--- src/rtl/ins_enco_pkg.sv ---
// ins_enco_pkg
// Shared definitions for the instruction encoder / program loader.
// The opcode table is the same one the instruction decoder uses, so both
// sides of the program path agree on which opcodes exist.
//   OPC_W / OPR_W : instruction word field widths
//   HLT..SUBI     : opcode values
//   ERR_*         : err_code values reported by the encoder
//   state_t       : encoder session state
package ins_enco_pkg;

    localparam int OPC_W = 5;
    localparam int OPR_W = 11;

    localparam logic [4:0] HLT  = 5'd0;
    localparam logic [4:0] STO  = 5'd1;
    localparam logic [4:0] LD   = 5'd2;
    localparam logic [4:0] LDI  = 5'd3;
    localparam logic [4:0] ADD  = 5'd4;
    localparam logic [4:0] ADDI = 5'd5;
    localparam logic [4:0] SUB  = 5'd6;
    localparam logic [4:0] SUBI = 5'd7;

    localparam logic [1:0] ERR_NONE = 2'b00;
    localparam logic [1:0] ERR_OPC  = 2'b01;
    localparam logic [1:0] ERR_OPR  = 2'b10;
    localparam logic [1:0] ERR_FULL = 2'b11;

    typedef enum logic [2:0] {
        IDLE  = 3'd0,
        OPC   = 3'd1,
        OPH   = 3'd2,
        OPL   = 3'd3,
        WRITE = 3'd4,
        DONE  = 3'd5,
        ERR   = 3'd6
    } state_t;

endpackage

--- src/rtl/ins_enco_chk.sv ---
// ins_enco_chk
// Combinational opcode-byte validator.
//   opc_byte      in  8  first byte of a frame
//   legal         out 1  upper bits clear and opcode within the decoder table
//   needs_operand out 1  frame carries two operand bytes (everything but HLT)
module ins_enco_chk
    import ins_enco_pkg::*;
(
    input  logic [7:0] opc_byte,
    output logic       legal,
    output logic       needs_operand
);

    assign legal         = (opc_byte[7:5] == 3'b000) && (opc_byte[4:0] <= SUBI);
    assign needs_operand = (opc_byte[4:0] != HLT);

endmodule

--- src/rtl/ins_enco.sv ---
// ins_enco
// Instruction encoder / program loader. Packs a byte stream into
// {opcode, operand} words and writes them to program memory at consecutive
// addresses from 0 until HLT is written.
// Frame format: opcode byte, then (unless HLT) operand high byte holding
// operand[10:8] in bits [2:0], then operand low byte.
//   clk, rst_n            clock, asynchronous active-low reset
//   start                 one-cycle pulse; starts a session (IDLE/DONE/ERR only)
//   in_byte/in_valid      byte stream; in_ready says a byte can be taken
//   pm_wr_en/pm_addr/pm_wr_data  program memory write port
//   busy/done/err/err_code       session status
//   instr_count           words written in the current session
//
// Handshake: a byte moves on a rising edge where in_valid && in_ready.
// in_valid may be held high while in_ready is low; nothing is consumed then.
module ins_enco #(
    parameter int OPC_W  = ins_enco_pkg::OPC_W,
    parameter int OPR_W  = ins_enco_pkg::OPR_W,
    parameter int ADDR_W = 11
) (
    input  logic                   clk,
    input  logic                   rst_n,
    input  logic                   start,
    input  logic [7:0]             in_byte,
    input  logic                   in_valid,
    output logic                   in_ready,
    output logic                   pm_wr_en,
    output logic [ADDR_W-1:0]      pm_addr,
    output logic [OPC_W+OPR_W-1:0] pm_wr_data,
    output logic                   busy,
    output logic                   done,
    output logic                   err,
    output logic [1:0]             err_code,
    output logic [ADDR_W:0]        instr_count
);
    import ins_enco_pkg::*;

    localparam logic [ADDR_W-1:0] ADDR_ONE = 1;
    localparam logic [ADDR_W:0]   CNT_ONE  = 1;

    state_t state, state_nxt;

    logic               legal;
    logic               needs_operand;
    logic               xfer;
    logic               full;
    logic               opr_hi_bad;
    logic               word_is_hlt;
    logic [OPC_W-1:0]   opc_q;
    logic [OPR_W-9:0]   opr_hi_q;

    ins_enco_chk u_chk (
        .opc_byte      (in_byte),
        .legal         (legal),
        .needs_operand (needs_operand)
    );

    assign xfer       = in_valid && in_ready;
    // Last slot is kept for HLT, which also keeps pm_addr from ever wrapping.
    assign full       = (pm_addr == {ADDR_W{1'b1}});
    assign opr_hi_bad = (in_byte[7:OPR_W-8] != '0);
    // Only HLT packs to an all-zero opcode field.
    assign word_is_hlt = (pm_wr_data[OPC_W+OPR_W-1 -: OPC_W] == OPC_W'(HLT));

    // Status outputs are straight decodes of the state register.
    assign in_ready = (state == OPC) || (state == OPH) || (state == OPL);
    assign pm_wr_en = (state == WRITE);
    assign busy     = in_ready || pm_wr_en;
    assign done     = (state == DONE);
    assign err      = (state == ERR);

    always_ff @(posedge clk or negedge rst_n) begin
        if (!rst_n) begin
            state <= IDLE;
        end else begin
            state <= state_nxt;
        end
    end

    always_comb begin
        state_nxt = state;
        case (state)
            IDLE, DONE, ERR: begin
                if (start) state_nxt = OPC;
            end
            OPC: begin
                if (xfer) begin
                    if (!legal)              state_nxt = ERR;
                    else if (!needs_operand) state_nxt = WRITE;
                    else if (full)           state_nxt = ERR;
                    else                     state_nxt = OPH;
                end
            end
            OPH: begin
                if (xfer) state_nxt = opr_hi_bad ? ERR : OPL;
            end
            OPL: begin
                if (xfer) state_nxt = WRITE;
            end
            WRITE: begin
                state_nxt = word_is_hlt ? DONE : OPC;
            end
            default: state_nxt = IDLE;
        endcase
    end

    always_ff @(posedge clk or negedge rst_n) begin
        if (!rst_n) begin
            pm_addr     <= '0;
            instr_count <= '0;
            err_code    <= ERR_NONE;
            pm_wr_data  <= '0;
            opc_q       <= '0;
            opr_hi_q    <= '0;
        end else begin
            case (state)
                IDLE, DONE, ERR: begin
                    if (start) begin
                        pm_addr     <= '0;
                        instr_count <= '0;
                        err_code    <= ERR_NONE;
                    end
                end
                OPC: begin
                    if (xfer) begin
                        if (!legal)              err_code   <= ERR_OPC;
                        else if (!needs_operand) pm_wr_data <= '0;
                        else if (full)           err_code   <= ERR_FULL;
                        else                     opc_q      <= in_byte[OPC_W-1:0];
                    end
                end
                OPH: begin
                    if (xfer) begin
                        if (opr_hi_bad) err_code <= ERR_OPR;
                        else            opr_hi_q <= in_byte[OPR_W-9:0];
                    end
                end
                OPL: begin
                    // Word is assembled only once complete, so an aborted
                    // frame never disturbs pm_wr_data.
                    if (xfer) pm_wr_data <= {opc_q, opr_hi_q, in_byte};
                end
                WRITE: begin
                    instr_count <= instr_count + CNT_ONE;
                    if (!word_is_hlt) pm_addr <= pm_addr + ADDR_ONE;
                end
                default: ;
            endcase
        end
    end

endmodule

--- config.mk ---
export PLATFORM = sky130hd
export DESIGN_NAME = ins_enco
export DESIGN_NICKNAME = d
export VERILOG_FILES = /design/src/rtl/ins_enco_pkg.sv /design/src/rtl/ins_enco_chk.sv /design/src/rtl/ins_enco.sv
export SDC_FILE = /design/constraint.sdc
export NUM_CORES = 1
export LEC_CHECK = 0
export ABC_AREA = 1
export BUFFER_PORTS_ARGS = -buffer_cell sky130_fd_sc_hd__buf_2
export CAP_MARGIN = 15
export CORE_MARGIN = 2
export CORE_UTILIZATION = 59
export CTS_CLUSTER_SIZE = 25
export DETAILED_ROUTE_END_ITERATION = 7
export PLACE_DENSITY = 0.81
export SLEW_MARGIN = 20
export SYNTH_ARGS = -nofsm -noshare
export SYNTH_HDL_FRONTEND = slang
export SYNTH_SLANG_ARGS = --single-unit
--- constraint.sdc ---
create_clock -name clk -period 3 [get_ports clk]
set_input_delay 0.3 -clock clk [delete_from_list [all_inputs] [get_ports clk]]
set_output_delay 0.3 -clock clk [all_outputs]
set_load 0.005 [all_outputs]
; Word level (Yosys, flattened, before mapping)
; Cells that the tools add are included.
; W data, S select, Z words.
[totals]
inputBits = 12
output_inout_bits = 46
register_bits = 52
[classes]
n_lt_le_gt_ge = 1
reduce_logical = 21
eq_ne = 17
bitwise_logic = 2
muxes = 28
add_sub_neg = 2
[ops]
columns = operator, n
row1 = $mux W16, 4
row2 = $pmux W16 S2, 1
row3 = $mux W3, 9
row4 = $pmux W12 S2, 1
row5 = $mux W11, 2
row6 = $pmux W11 S2, 1
row7 = $ne A2 B2 Y1 const B, 8
row8 = $pmux W3 S5, 1
row9 = $mux W2, 7
row10 = $add A12 B1 Y12 const B, 1
row11 = $mux W12, 1
row12 = $add A11 B1 Y11 const B, 1
row13 = $eq A11 B11 Y1 const B, 1
row14 = $reduce_and A5 Y1, 2
row15 = $reduce_bool A5 Y1, 2
row16 = $eq A3 B3 Y1 const B, 3
row17 = $reduce_and A7 Y1, 1
row18 = $eq A3 B2 Y1 const B, 2
row19 = $logic_not A3 Y1, 2
row20 = $ne A3 B3 Y1 const B, 2
row21 = $pmux W2 S3, 1
row22 = $reduce_and A3 Y1, 2
row23 = $le A5 B3 Y1 const B, 1
row24 = $logic_not A5 Y1, 1
row25 = other kinds (9), 14

; Longest topological paths before layout
; Gate-level depths: netlist of run 1.
[logic_depth]
word_depth = 6
ltp_mapped = 10
depth_no_buf = 9

; Cells and area by module
; Synthesis of run 1 repeated with hierarchy kept, for this count alone.
[unflattened]
hier_cells = 366
area_unflattened_um2 = 2812.7
[modules_own_cells]
columns = module, n_inst, cells_each, area_per_inst_um2
row1 = ins_enco, 1, 356, 2773.9
row2 = ins_enco_chk, 1, 10, 38.8

; Worst setup path before layout of run 1
; No wires, ideal clock.
[synth_timing]
path_type = register -> register
startpoint = register pm_addr[0]
endpoint = register err_code[0]
setup_time_ns = 0.116
setup_slack_ns = 1.572
arrival_ns = 1.311
path_buffers = 0
path_stages_with_launch = 9
period_less_slack_ns = 1.428
path_cell_list = dfrtp_1 > ha_1 > nand3_1 > nor2_2 > nand3_1 > nand2_1 > nand3_1 > nand2_1 > nand2_1
[synth_via]
elab_chain_cells = 3
[synth_rtl]
columns = item, line
row1 = start: declaration, ins_enco.sv:28  ; output logic [ADDR_W-1:0] pm_addr,
row2 = start signal: assignment, ins_enco.sv:145  ; if (!word_is_hlt) pm_addr <= pm_addr + ADDR_ONE;
row3 = $eq A11 B11 Y1, ins_enco.sv:60  ; assign full = (pm_addr == {ADDR_W{1'b1}});
row4 = $ne A3 B3 Y1 (no line), --
row5 = $reduce_and A7 Y1 (no line), --
row6 = end signal: assignment, ins_enco.sv:111  ; err_code <= ERR_NONE;
row7 = end signal: assignment, ins_enco.sv:121  ; err_code <= ERR_NONE;
row8 = end signal: assignment, ins_enco.sv:126  ; if (!legal) err_code <= ERR_OPC;
row9 = end: declaration, ins_enco.sv:33  ; output logic [1:0] err_code,
; No other way between the ends.
; A chain may end at the register's enable or synchronous reset.

; Worst setup path after layout of run 1
[layout_timing]
startpoint = register state[0]
endpoint = output pm_wr_en
[layout_via]
elab_chain_cells = 1
[layout_rtl]
columns = item, line
row1 = start: declaration, ins_enco.sv:41  ; state_t state, state_nxt;
row2 = start signal: assignment, ins_enco.sv:76  ; state <= state_nxt;
row3 = $eq A3 B3 Y1, ins_enco.sv:67  ; assign pm_wr_en = (state == WRITE);
row4 = end: declaration, ins_enco.sv:27  ; output logic pm_wr_en,
; No other way between the ends.

==> results of run 1 <==
-- final timing paths --
kind                       depth (start not counted)             to         from  slack [ns]
max                                                4       pm_wr_en     state[0]        0.91
min                                                1  pm_wr_data[3]        rst_n       -0.02
max reg2reg                                        8     pm_addr[4]     state[0]        1.02
min reg2reg                                        2    err_code[0]  err_code[0]        0.48
max in group asynchronous                          2     pm_addr[1]        rst_n        2.27
min in group clk                                   3  pm_wr_data[6]   in_byte[6]        0.24
-- flip-flops by register name, indices dropped and copies added, names as in the netlist --
signal and count:
err_code 2, opr_hi_q 3, pm_wr_data 16, pm_addr 11, instr_count 12, state 3
opc_q 5
-- synthesized netlist by cell type, drive strengths merged --
library cell  instances  share of area
a21oi                 4         0.0070
buf                  11          0.031
clkinv                2         0.0026
dfrtp                52           0.46
ha                    2         0.0088
inv                  31          0.042
nand2               144           0.20
nand3                30          0.056
nand3b                2         0.0053
nand4                 4          0.011
nor2                 45          0.067
nor3                  1         0.0018
nor3b                 1         0.0026
o21ai                44          0.084
o21bai                3         0.0079
o31ai                 1         0.0026
xor2                  5          0.015
-- through the flow --
step                       util  setup slack, ns  std cells
after floorplan               -             1.57        382
after global placement    0.663             1.17        483
after detailed placement  0.663             1.04        483
after CTS                 0.685            0.911        491
after global routing      0.685            0.768        491
final                     0.685            0.911        491
-- power by group --
part           switching, mW  internal (mW)  leakage, nW  total (mW)
Sequential             0.104          0.798        0.707       0.902
Clock                  0.246          0.194       0.0522       0.439
Combinational          0.607          0.273        0.914       0.880
-- cell type report --
cell class / instances / area, um2 / share of cell area
multi-input cells: 286 / 1320 / 0.412
flip-flops and latches: 52 / 1300 / 0.405
repair buffers: 58 / 293 / 0.0912
inverters: 33 / 126 / 0.0393
clock buffers: 6 / 82.6 / 0.0257
well taps: 54 / 67.6 / 0.0210
clock inverters: 2 / 17.5 / 0.00545
-- critical path: cells and delay by family (launching register included) --
kind	cells	cell delay (ns)
and+or+nand+nor	2	0.51
DFF	1	0.50
buffers and inverters	2	0.46
-- metal layers --
| layer | wire, um | track usage | up-vias |
|---|---|---|---|
| li1 | - | - | 1326 |
| met1 | 2910 | 0.344 | 1210 |
| met2 | 2950 | 0.401 | 60 |
| met3 | 262 | 0.0494 | 6 |
| met4 | 68 | 0.0707 | 0 |
| met5 | 0 | 0 | - |
-- logic make-up (layout without fill, tap and decap cells) --
| kind of cell | count (synthesis) | in the layout | synth area share |
|---|---|---|---|
| and+or+nand+nor | 227 | 227 | 0.340 |
| AOI/OAI and AO/OA | 52 | 52 | 0.102 |
| DFF | 52 | 52 | 0.458 |
| buffers and inverters | 44 | 99 | 0.0758 |
| xor gates and xnor gates | 5 | 5 | 0.0154 |
| adders and majority gates | 2 | 2 | 0.00881 |
==> metrics.md, run 1 <==
| Metric | Value |
|---|---|
| Status | `complete, but fails checks` |
| Violated checks | `negative hold slack` |
| Total Routing Usage GR | `0.249` |
| Max cap viols | `0` |
| Syn_nets | `396` |
| Cell Rows | `25` |
| Worst Path Arrival | `between 1.5 and 2 ns` |
| Clock skew | `0.00716 ns` |
| Layout cell share with drive strength beyond 1 | `0.204` |
| Tot Pwr | `2.22 mW` |
| Layout Nets | `450` |
| Horiz. Die Dim | `73.4 um` |
| Cell area after placement | `3110 um2` |
| # hold bufs at CTS | `0` |
| Routed Antenna Nets | `0` |
| Crit-path max FO | `18` |
| Layout overhead on the synthesized area | `13.1%` |
| Vias in the first global route | `about 2400` |
| RSZ-0062 raised after global routing | `false` |
| Root buf cell | `clkbuf_8` |
| Endpoint class of the critical path | `primary output` |
| CTS tree | `built` |
| GPL Wtd Cong | `0.918` |
| Clock Tree Buf Depth | `2` |
| Synth Warn # | `0` |
| Hold Path Class | `primary input to async pin` |
| Detailed Routing Iterations Pass 1 | `5` |
| Synthesized instance count | `382` |
| Setup total negative slack | `0 ns` |
| Core Area | `4690 um2` |
| CTS Buf Count | `5` |
| Wire length per cell | `12.6 um` |
| Die area | `5380 um2` |
| WS Path Type | `register to primary output` |
| Sequential share of the synthesized area | `0.458` |
| Die Y | `73.4 um` |
| Final worst path period share | `0.696` |
| CP max stage delay | `around 0.50 ns` |
| Clk pin slew, worst setup/hold paths | `roughly 0.09 ns` |
| Port Buffer Count | `57` |
| Hold Worst Slack | `-0.0198 ns` |
| Most frequent cells in the layout | `138 x nand2_1, 57 x buf_2, 52 x dfrtp_1` |
| Slew HR | `0.610` |
| Via density | `5.30` |
| Post-synthesis register bit count | `52` |
| Routed wire length | `between 6 and 7 mm` |
| Global-route wire length before repair | `10.6 mm` |
| Post-DP HPWL | `4.52 mm` |
| Slowest cell on crit path | `dfrtp_1` |
| # fillers | `380` |
| Initial core utilization | `0.605` |
| Initial antenna violation count | `0` |
| Critical Path RT | `2.70 ns` |
| Max-slew violation count | `0` |
| Worst skew pair latency | `0.31 ns` |
| Worst-margin pin slew | `~0.58 ns` |
| Final Hold Fails | `26` |
| Commonest non-fill, non-tap cell in the layout | `nand2_1` |
| Initial drt markers | `190` |
| Final setup fails | `0` |
| Mapped Avg Cell Area | `7.44 um2` |
| Post-CTS setup buffers | `0` |
| CP Cell Sequence | `nor2_2 > nand2_1 > inv_4 > buf_2` |
| Largest net degree at the start of global routing | `33` |
| Drc violations | `0` |
| Crit start category | `register` |
| I/O Pins | `58` |
| Fmax | `0.479 GHz` |
| Diodes inserted | `0` |
| Power density over the cells | `692 nW/um2` |
| Min Tclk post-route | `2.09 ns` |
| Clock sink count | `52` |
| Cell area after synthesis | `roughly 2800 um2` |
| LEAKAGE | `between 1.5 and 2 nW` |
| Unique masters post-synth | `28` |
| Finished Cell Area | `3210 um2` |
| Cts repair resizes | `0` |
| Peak VDD IR | `0.468 mV` |
| GR Overflow Total | `0` |
| H-tree levels | `2` |
| DR vias | `2602` |
Note: power is estimated with default switching activity, not from simulation.
==> run 2: changes to the inputs <==
--- a/config.mk
+++ b/config.mk
@@ -9,10 +9,10 @@
 export BUFFER_PORTS_ARGS = -buffer_cell sky130_fd_sc_hd__buf_2
 export CAP_MARGIN = 15
 export CORE_MARGIN = 2
-export CORE_UTILIZATION = 59
+export CORE_UTILIZATION = 49
 export CTS_CLUSTER_SIZE = 25
 export DETAILED_ROUTE_END_ITERATION = 7
-export PLACE_DENSITY = 0.81
+export PLACE_DENSITY = 0.71
 export SLEW_MARGIN = 20
 export SYNTH_ARGS = -nofsm -noshare
 export SYNTH_HDL_FRONTEND = slang
==> constraint.sdc (replaced) <==
create_clock -name clk -period 1.71 [get_ports clk]
set_input_delay 0.171 -clock clk [delete_from_list [all_inputs] [get_ports clk]]
set_output_delay 0.171 -clock clk [all_outputs]
set_load 0.005 [all_outputs]
==> run 2 against run 1 <==
Effect of this change:
- register-to-register slack worse by 0.86 ns
- first-iteration DRC count fell by 41%
- count of clock-buffer cells in the layout is 1 lower
- the run now ends clean
==> metrics.md, run 2 (synthesis gave the netlist of run 1 again) <==
| Metric | Value |
|---|---|
| Status | `finished, final reports clean` |
| Vias in the first global route | `2417` |
| CP Cell Sequence | `buf_4 > nand2_2 > buf_6 > clkinv_8 > buf_2` |
| Largest regs | `pm_wr_data x16, instr_count x12, pm_addr x11` |
| Biggest register | `pm_wr_data` |
| Wire length per cell | `12.1 um` |
| CP top delay family | `buffers and inverters` |
| Final worst path period share | `0.934` |
| Clk pin slew, worst setup/hold paths | `0.10 ns` |
| Root buf cell | `clkbuf_8` |
| Slew HR | `0.740` |
| Via density | `4.96` |
| Worst skew pair latency | `between 0.3 and 0.4 ns` |
| Core Area | `5540 um2` |
| Tot Pwr | `4.01 mW` |
| Sequential cell area | `1300 um2` |
| Critical Path RT | `1.54 ns` |
| Hold Worst Slack | `0.109 ns` |
| Clock sink count | `52` |
| Die area | `6420 um2` |
| WS Path Type | `register to primary output` |
| Drc violations | `0` |
| WHS Path Cells | `3` |
| Final Hold Fails | `0` |
| Initial drt markers | `112` |
| Cell Rows | `27` |
| Area occupied by multi-input gates | `between 1000 and 1500 um2` |
| CTS tree | `built` |
| Min Tclk post-route | `1.60 ns` |
| Diodes inserted | `0` |
| Worst Path Buf+Inv | `4` |
| Power density over the cells | `1200 nW/um2` |
| Die Y | `80.1 um` |
| Routed wire length | `6.26 mm` |
| Routed Antenna Nets | `0` |
| Max-slew violation count | `0` |
| CTS Buf Count | `5` |
| Detailed Routing Iterations Pass 1 | `4` |
| Max FFs per register | `16` |
| H-tree levels | `2` |
| Peak VDD IR | `0.645 mV` |
| Initial core utilization | `0.513` |
| RR Startpoint | `state[0]` |
| Final setup fails | `0` |
| GR Overflow Total | `0` |
| Layout Nets | `~460` |
| CP max stage delay | `0.43 ns` |
| Port Buffer Count | `57` |
| Largest net degree at the start of global routing | `between 50 and 60` |
| DR vias | `between 2000 and 3000` |
| Worst Path Arrival | `1.43 ns` |
| R2R Path End | `pm_addr[1]` |
| Endpoint class of the critical path | `primary output` |
| Clock Tree Buf Depth | `2` |
| Post-DP HPWL | `4.50 mm` |
| I/O Pins | `58` |
| Post-CTS setup buffers | `0` |
| Total Routing Usage GR | `0.214` |
| Hold Path Class | `primary input to register` |
| Layout cell share with drive strength beyond 1 | `0.222` |
| Commonest non-fill, non-tap cell in the layout | `nand2_1` |
| Crit start category | `register` |
| FF-to-FF setup slack | `0.16 ns` |
| Hold Path Origin | `in_byte[5]` |
| Fin util | `0.602` |
| Horiz. Die Dim | `80.1 um` |
| Crit-path max FO | `18` |
| Most frequent cells in the layout | `137 x nand2_1, 57 x buf_2, 51 x dfrtp_1` |
| Slowest cell on crit path | `dfrtp_1` |
| Fmax | `0.626 GHz` |
| Hold Path End | `pm_wr_data[5]` |
| LEAKAGE | `1.72 nW` |
| Max cap viols | `0` |
| Clock skew | `0.0111 ns` |
| Global-route wire length before repair | `10.9 mm` |
| R2R cell count | `8` |
| Worst-margin pin slew | `just under 0.4 ns` |
| GPL Wtd Cong | `0.816` |
| Initial antenna violation count | `0` |
| Layout overhead on the synthesized area | `17.4%` |
| # fillers | `~530` |
run 2: where the power goes:
| group | switching, mW | internal [mW] | total [mW] |
|---|---|---|---|
| Combinational | 1.13 | 0.583 | 1.71 |
| Sequential | 0.148 | 1.40 | 1.55 |
| Clock | 0.439 | 0.302 | 0.741 |
| Total | 1.72 | 2.29 | 4.01 |
run 2: area by class of cell:
class                           count  area share
Clock buffer                        5      0.0206
Clock inverter                      3     0.00788
Inverter                           33      0.0409
Multi-Input combinational cell    286       0.399
Sequential cell                    52       0.391
Tap cell                           72      0.0270
Timing Repair Buffer               67       0.114
run 2: per-layer routing:
layer  vias up  GRT usage  part of all wire
met4         0     0.0610            0.0097
met3         5     0.0281             0.042
met5         -          0                 0
met1      1173      0.294              0.48
li1       1346          -                 -
met2        47      0.354              0.46
run 2: stage by stage:
| stage | instances | setup TNS, ns | setup WS [ns] | cell area [um2] |
|---|---|---|---|---|
| 2_1_floorplan | 382 | 0 | 0.282 | 2840 |
| 3_3_place_gp | 509 | 0 | 0.175 | 3210 |
| 3_5_place_dp | 509 | 0 | 0.155 | 3210 |
| 4_1_cts | 518 | 0 | 0.0121 | 3320 |
| 5_1_grt | 518 | -0.0408 | -0.0276 | 3330 |
| 6_report | 518 | 0 | 0.112 | 3330 |
run 2: worst reg2reg max path, cell delays in order (launching register included):
cell and delay (ns):
dfrtp_2 0.49, nor2_2 0.18, nor2_2 0.06, nor2_1 0.12, nand2_2 0.11, nand2_2 0.12
buf_4 0.24, nand2_1 0.09, o21ai_1 0.08
run 2: worst max path at each step:
stage | start | to | cells after the start
2_1_floorplan | pm_addr[0] | err_code[0] | 8
3_3_place_gp | state[0] | instr_count[2] | 7
3_5_place_dp | state[0] | pm_addr[1] | 8
4_1_cts | state[0] | pm_wr_en | 5
5_1_grt | pm_addr[1] | err_code[0] | 8
6_report | state[2] | pm_wr_en | 5
run 2: repair_timing:
action / 4_1_cts / 5_1_grt
hold buffers: 1 / 0
cloned: 0 / 0
resized for setup: 2 / 5
hold endpoints to repair: 52 / 0
endpoints found under the setup margin: 1 / 3
==> run 3: changes to the inputs <==
--- a/config.mk
+++ b/config.mk
@@ -13,6 +13,7 @@
 export CTS_CLUSTER_SIZE = 25
 export DETAILED_ROUTE_END_ITERATION = 7
 export PLACE_DENSITY = 0.71
+export RECOVER_POWER = 25
 export SLEW_MARGIN = 20
 export SYNTH_ARGS = -nofsm -noshare
 export SYNTH_HDL_FRONTEND = slang
==> run 3 against run 2 <==
Effect of this change:
- combinational power hardly changed
- first-iteration DRC count stayed put
- count of clock-buffer cells in the layout stayed put
- critical path type unchanged
- highest routed layer unchanged
==> metrics.md, run 3 (synthesis gave the netlist of run 1 again) <==
| Metric | Value |
|---|---|
| CP max stage delay | `about 0.43 ns` |
| Crit start category | `register` |
| Clk pin slew, worst setup/hold paths | `0.10 ns` |
| Hold Worst Slack | `between 0.1 and 0.15 ns` |
| Vias in the first global route | `~2400` |
| Min Tclk post-route | `1.60 ns` |
| Commonest non-fill, non-tap cell in the layout | `nand2_1` |
| CTS tree | `built` |
| I/O Pins | `58` |
| Biggest register | `pm_wr_data` |
| Endpoint class of the critical path | `primary output` |
| Layout overhead on the synthesized area | `17.0%` |
| Die area | `roughly 6400 um2` |
| Final worst path period share | `0.935` |
| Final non-filler cell total | `518` |
| Hold Path End | `pm_wr_data[5]` |
| Slew HR | `0.532` |
| Most frequent cells in the layout | `137 x nand2_1, 57 x buf_2, 51 x dfrtp_1` |
| Initial antenna violation count | `0` |
| Area occupied by multi-input gates | `~1300 um2` |
| Die Y | `80.1 um` |
| Routed wire length | `between 6 and 7 mm` |
| Placed Cells incl. Taps | `509` |
| Detailed Routing Iterations Pass 1 | `4` |
| Fmax | `~0.63 GHz` |
| Fin util | `0.600` |
| Pre-CTS setup slack | `0.155 ns` |
| Final setup fails | `0` |
| Tot Pwr | `4.00 mW` |
| Critical Path RT | `between 1.5 and 2 ns` |
| FF-to-FF setup slack | `0.16 ns` |
| Root buf cell | `clkbuf_8` |
| Largest net degree at the start of global routing | `53` |
| GR Overflow Total | `0` |
| Routed Antenna Nets | `0` |
| Final Hold Fails | `0` |
| Max-slew violation count | `0` |
| Crit-path max FO | `18` |
| R2R cell count | `8` |
| Initial core utilization | `0.513` |
| DR vias | `2570` |
| Sequential cell area | `1300 um2` |
| Layout cell share with drive strength beyond 1 | `0.222` |
| Slowest cell on crit path | `dfrtp_1` |
| Max cap viols | `0` |
| WHS Path Cells | `3` |
| Worst skew pair latency | `0.32 ns` |
| GPL Wtd Cong | `0.816` |
| Hold Path Class | `primary input to register` |
| Largest regs | `pm_wr_data x16, instr_count x12, pm_addr x11` |
| R2R Path End | `pm_addr[1]` |
| Global-route wire length before repair | `10.9 mm` |
| RR Startpoint | `state[0]` |
| Core Area | `between 5000 and 6000 um2` |
| Peak VDD IR | `around 0.65 mV` |
| CP Cell Sequence | `buf_4 > nand2_2 > buf_6 > clkinv_8 > buf_2` |
| Cell area after placement | `3210 um2` |
| Worst Path Arrival | `1.43 ns` |
| Port Buffer Count | `57` |
| Initial drt markers | `112` |
| Clock Tree Buf Depth | `2` |
| H-tree levels | `2` |
| WS Path Type | `register to primary output` |
| Drc violations | `0` |
| Layout Nets | `459` |
| LEAKAGE | `1.72 nW` |
| Setup ws final | `0.111 ns` |
| Wire length per cell | `12.1 um` |
| Setup total negative slack | `0 ns` |
| CTS Buf Count | `5` |
| Total Routing Usage GR | `0.214` |
| Diodes inserted | `0` |
| Horiz. Die Dim | `80.1 um` |
| Max FFs per register | `16` |
| # fillers | `527` |
| Clock sink count | `52` |
| Post-DP HPWL | `4.50 mm` |
| Status | `finished, final reports clean` |
| Hold Path Origin | `in_byte[5]` |
| Via density | `4.96` |
| Post-CTS setup buffers | `0` |
| Clock skew | `0.0111 ns` |
| Cell Rows | `27` |
| Power density over the cells | `1200 nW/um2` |
| Worst-margin pin slew | `0.702 ns` |
| Finished Cell Area | `3320 um2` |
==> run 3: repair_timing <==
item | 4_1_cts | 5_1_grt
gates resized for setup | 2 | 5
pin swaps | 0 | 0
hold buffers | 1 | 0
setup endpoints to repair | 1 | 3
hold endpoints to repair | 52 | 0
==> run 3: layer usage <==
layer | up-vias | share of wire | global-route usage | routed length [um]
met1 | 1174 | 0.49 | 0.294 | 3040
li1 | 1346 | - | - | -
met3 | 5 | 0.041 | 0.0281 | 254
met4 | 0 | 0.0097 | 0.0610 | 61
met5 | - | 0 | 0 | 0
met2 | 45 | 0.46 | 0.354 | 2900
==> run 3: worst max path at each step <==
stage | endpoint | start
detailed placement | pm_addr[1] | state[0]
finish | pm_wr_en | state[2]
global placement | instr_count[2] | state[0]
global route | err_code[0] | pm_addr[1]
floorplan | err_code[0] | pm_addr[0]
CTS | pm_wr_en | state[0]
==> run 3: worst max-delay path, delay by kind of cell (launching register included) <==
family | cells | cell delay, ns
buffers and inverters | 4 | 0.60
DFF | 1 | 0.43
and+or+nand+nor | 1 | 0.08
==> run 3: report_power, final <==
group | internal (mW) | switching, mW
registers | 1.40 | 0.148
clock network | 0.302 | 0.439
logic | 0.579 | 1.13
==> run 3: layout make-up <==
type / instances / area share
clock buffers: 5 / 0.0207
clock inverters: 3 / 0.00791
inverters: 33 / 0.0411
multi-input cells: 286 / 0.401
flip-flops and latches: 52 / 0.392
well taps: 72 / 0.0271
repair buffers: 67 / 0.110
